[src/rtl/pc_ctrl.sv]
// Program-counter controller: sequences start/halt/done and
// redirects the PC through the branch LUT on taken branches.
module pc_ctrl #(
  parameter int PC_W     = 12,
  parameter int KEY_W    = 5,
  parameter int START_PC = 0,
  parameter int PROG_END = 4095,
  parameter int CNT_W    = 16
) (
  input  logic             clk,
  input  logic             reset,
  input  logic             start,
  input  logic             stall,
  input  logic             halt_i,
  input  logic             branch_en,
  input  logic             branch_cond,
  input  logic [KEY_W-1:0] branch_key,
  input  logic [PC_W-1:0]  branch_pos,
  output logic             branch_lut_en,
  output logic [KEY_W-1:0] key,
  output logic [PC_W-1:0]  pc,
  output logic             flush,
  output logic             done,
  output logic             bad_target,
  output logic [CNT_W-1:0] instr_count
);

  typedef enum logic [1:0] {
    S_IDLE,
    S_RUN,
    S_HALT
  } state_t;

  localparam logic [PC_W-1:0] START_V = PC_W'(START_PC);
  localparam logic [PC_W-1:0] END_V   = PC_W'(PROG_END);
  localparam logic [PC_W-1:0] PC_ONE  = PC_W'(1);
  localparam logic [CNT_W-1:0] CNT_ONE = CNT_W'(1);

  state_t           state_q, state_d;
  logic [PC_W-1:0]  pc_q, pc_d;
  logic             flush_q, flush_d;
  logic             done_q, done_d;
  logic             bad_q, bad_d;
  logic [CNT_W-1:0] cnt_q, cnt_d;

  logic             running;
  logic             taken;
  logic             target_zero;
  logic             at_end;
  logic [CNT_W-1:0] cnt_inc;
  logic [PC_W-1:0]  pc_inc;

  assign running     = (state_q == S_RUN);
  assign taken       = running & branch_en
                     & branch_cond & ~stall;
  assign target_zero = (branch_pos == '0);
  assign at_end      = (pc_q == END_V);
  assign pc_inc      = pc_q + PC_ONE;
  // Saturate rather than wrap so long programs stay monotonic.
  assign cnt_inc     = (&cnt_q) ? cnt_q
                                : cnt_q + CNT_ONE;

  assign branch_lut_en = taken;
  assign key           = branch_key;
  assign pc            = pc_q;
  assign flush         = flush_q;
  assign done          = done_q;
  assign bad_target    = bad_q;
  assign instr_count   = cnt_q;

  always_comb begin
    state_d = state_q;
    pc_d    = pc_q;
    flush_d = 1'b0;
    done_d  = done_q;
    bad_d   = bad_q;
    cnt_d   = cnt_q;
    unique case (state_q)
      S_IDLE, S_HALT: begin
        if (start) begin
          state_d = S_RUN;
          pc_d    = START_V;
          done_d  = 1'b0;
          bad_d   = 1'b0;
          cnt_d   = '0;
        end
      end
      S_RUN: begin
        if (!stall) begin
          cnt_d = cnt_inc;
          if (halt_i) begin
            state_d = S_HALT;
            done_d  = 1'b1;
          end else if (taken && target_zero) begin
            // Unmapped LUT key: stop rather than jump to 0.
            state_d = S_HALT;
            done_d  = 1'b1;
            bad_d   = 1'b1;
          end else if (taken) begin
            pc_d    = branch_pos;
            flush_d = 1'b1;
          end else if (at_end) begin
            state_d = S_HALT;
            done_d  = 1'b1;
          end else begin
            pc_d = pc_inc;
          end
        end
      end
      default: begin
        state_d = S_IDLE;
      end
    endcase
  end

  always_ff @(posedge clk) begin
    if (reset) begin
      state_q <= S_IDLE;
      pc_q    <= START_V;
      flush_q <= 1'b0;
      done_q  <= 1'b0;
      bad_q   <= 1'b0;
      cnt_q   <= '0;
    end else begin
      state_q <= state_d;
      pc_q    <= pc_d;
      flush_q <= flush_d;
      done_q  <= done_d;
      bad_q   <= bad_d;
      cnt_q   <= cnt_d;
    end
  end

endmodule
[config.mk]
export PLATFORM = sky130hd
export DESIGN_NAME = pc_ctrl
export DESIGN_NICKNAME = d
export VERILOG_FILES = /design/src/rtl/pc_ctrl.sv
export SDC_FILE = /design/constraint.sdc
export NUM_CORES = 1
export LEC_CHECK = 0
export CORE_MARGIN = 4
export CORE_UTILIZATION = 45
export DETAILED_ROUTE_END_ITERATION = 12
export PLACE_DENSITY = 0.78
export SYNTH_ARGS = -nofsm -noshare
export SYNTH_HDL_FRONTEND = slang
export SYNTH_SLANG_ARGS = --single-unit
[constraint.sdc]
create_clock -name clk -period 5.9 [get_ports clk]
set_input_delay 1.475 -clock clk [delete_from_list [all_inputs] [get_ports clk]]
set_output_delay 1.475 -clock clk [all_outputs]
set_load 0.01 [all_outputs]
==> impl_results.md <==
* Min Tclk post-route at 4.80 ns
* Nets at 305
* WL/cell at 16.3 um
* Drt drc at 0
* Worst-margin pin slew at 1.06 ns
* Clk_skew at 0.00468 ns
* Post-Synthesis Cell Area at 1950 um2
* Leak Pwr at 0.831 nW
* Min-Delay Path Class: reg2reg
* M3 GR Usage at 4.51%
* Post-CTS sizing at 0
* CTS tree: yes
* Final count of pins violating max slew at 0
* GRT Util Overall at 20.3%
* Crit Path Category: in2out
* Largest net degree at the start of global routing at 17
* Clock Path Buffers at 2
* Vias in the first global route at 1,804
* Initial core utilization at 47.8%
* Startpoint types: input port
* Unrepaired setup endpoints after global routing: false
* Post-synth cell types at 54
* Area Growth Syn to Fin at 29.4%
* 1st-iter DRT viols at 174
* Crit path arrival time at 3.33 ns
* Max_slew headroom at 29.1%
* Initial antenna violation count at 0
* HPWL Detailed at 3.94 mm
* H-tree depth at 2
* Max-capacitance violation count at 0
* Ys async rst share at 0%
* Detail Route Antenna Nets at 0
* Final period util at 81.4%
* Setup-failing EPs final at 0
* Total placed instance area at 2440 um2
* Most frequent cell after synthesis: dfxtp_1
* WHS at 0.487 ns
* GR Util met2 at 32.3%
* Setup TNS at 0 ns
* Cells after synthesis at 236
* Grt peak-use layer: met2
* Synth Warn # at 0
* Via density per instance at 6.05
* Core area at 4090 um2
* Post-Route WL at 5.36 mm
* Die area at 5460 um2
* First-pass GRT wire length at 8.75 mm
* Synthesized area per cell at 8.27 um2
* Top cells by area, synth: dfxtp_1 34%, xnor2_1 5.4%, nor2_1 5.0%
* CP endpoint kind: output pin
* Post-CTS Hold Fix Bufs at 0
* Clock sink count at 33
* Crit-path max FO at 7
* # rows at 23
* Clk pin slew, worst setup/hold paths at 0.06 ns
* Fin area at 2530 um2
* Post-synthesis sequential area ratio at 33.8%
* PD cells at 187 nW/um2
* Grt ovf at 0
* Top_reg_cell synth: dfxtp_1
* Worst vdd ir at 0.110 mV
* GR met1 Demand/Resource at 26.9%
* Clk_lat worst skew at 0.29 ns
* Postcts setup bufs at 0
* Overall power at 471 uW
* Cell taking the most area after synthesis: dfxtp_1
* Fin. Hold Viols at 0
* Syn Nets at 262
* DRT Pass-1 Iters at 4
* DR vias at 1,989
* Clk root buf: clkbuf_8
* Critical path data required time at 4.43 ns
* Layout cells sized above 1 at 5.02%
* IO Count at 61
* Die Y at 73.9 um
* Ant. Diodes at 0
* Post-synth top cells: 33 x dfxtp_1, 26 x nor2_1, 18 x nand2_1
* Post-synth EDFFs at 0
* IO buf count at 50
* Status: finished clean
* Synth Register Bits at 33
* Maximum clock frequency at 0.208 GHz
* Chip width at 73.9 um
* CTS Buf Count at 5
* RePlAce Congestion at 0.936
* Area share of the largest cell type after synthesis at 33.8%
[layout make-up]
type / count / area, um2
fillers: 382 / 1560
clock buffers: 7 / 86.3
multi-input cells: 184 / 1200
flip-flops and latches: 33 / 661
inverters: 5 / 18.8
repair buffers: 50 / 500
well taps: 50 / 62.6
[metal layers]
metal | share of wire (%) | vias up
met5 | 0 | -
met4 | 1.1 | 0
met3 | 6.3 | 6
met2 | 47 | 68
met1 | 45 | 934
li1 | - | 981
[cell families (layout without fill, tap and decap cells)]
family	after synthesis	count (layout)	share of synthesized area, %
buffers and inverters	19	62	4.81
XOR/XNOR	13	13	5.83
flip-flops	33	33	33.8
multiplexers	5	5	2.56
AND/OR/NAND/NOR	103	103	28.5
AO/OA/AOI/OAI	61	61	23.2
adder cells (fa/ha/maj)	2	2	1.28
[through the flow]
stage,std cells,utilization (%),setup WS (ns)
after floorplan,236,-,2.23
after global placement,322,59.7,1.15
after detailed placement,322,59.7,1.13
after CTS,329,61.8,1.12
after global routing,329,61.8,0.993
final,329,61.8,1.10
[state kept, by name, summed over array words and instances (netlist names)]
signal,flops
state_q,2
pc,12
instr_count,16
flush,1
done,1
bad_target,1
[worst paths after layout]
path	start	endpoint	slack (ns)	depth (start not counted)
hold / removal	done	done	0.49	1
setup / recovery	stall	branch_lut_en	1.10	5
setup reg to reg	instr_count[11]	instr_count[3]	3.60	5
hold reg to reg	done	done	0.49	1
[power breakdown]
part | leakage (nW) | switching [mW] | internal (mW)
Clock | 0.0443 | 0.0823 | 0.0926
Sequential | 0.266 | 0.00621 | 0.226
Combinational | 0.520 | 0.0360 | 0.0281
Total | 0.831 | 0.125 | 0.347
[critical path, cell delays in order]
cell and delay, ns:
clkdlybuf4s50_1 0.47, and3b_1 0.40, nand2_1 0.18, inv_1 0.22, clkdlybuf4s50_1 0.58
[cells in the final DEF (no fill, tap or decap), drive strengths merged, types with 4 or more instances in the layout]
cell and instances:
o32a 4, clkdlybuf4s50 50, inv 5, o211ai 5
a31oi 5, and4 4, xnor2 12, clkbuf 7
and3 6, nand4 8, mux2i 5, nand3 8
o21ai 9, a211oi 4, nor3 8, nor4 6
a21oi 13, nor2 27, dfxtp 33, nand2 18
Note: power is estimated with default switching activity, not from simulation.
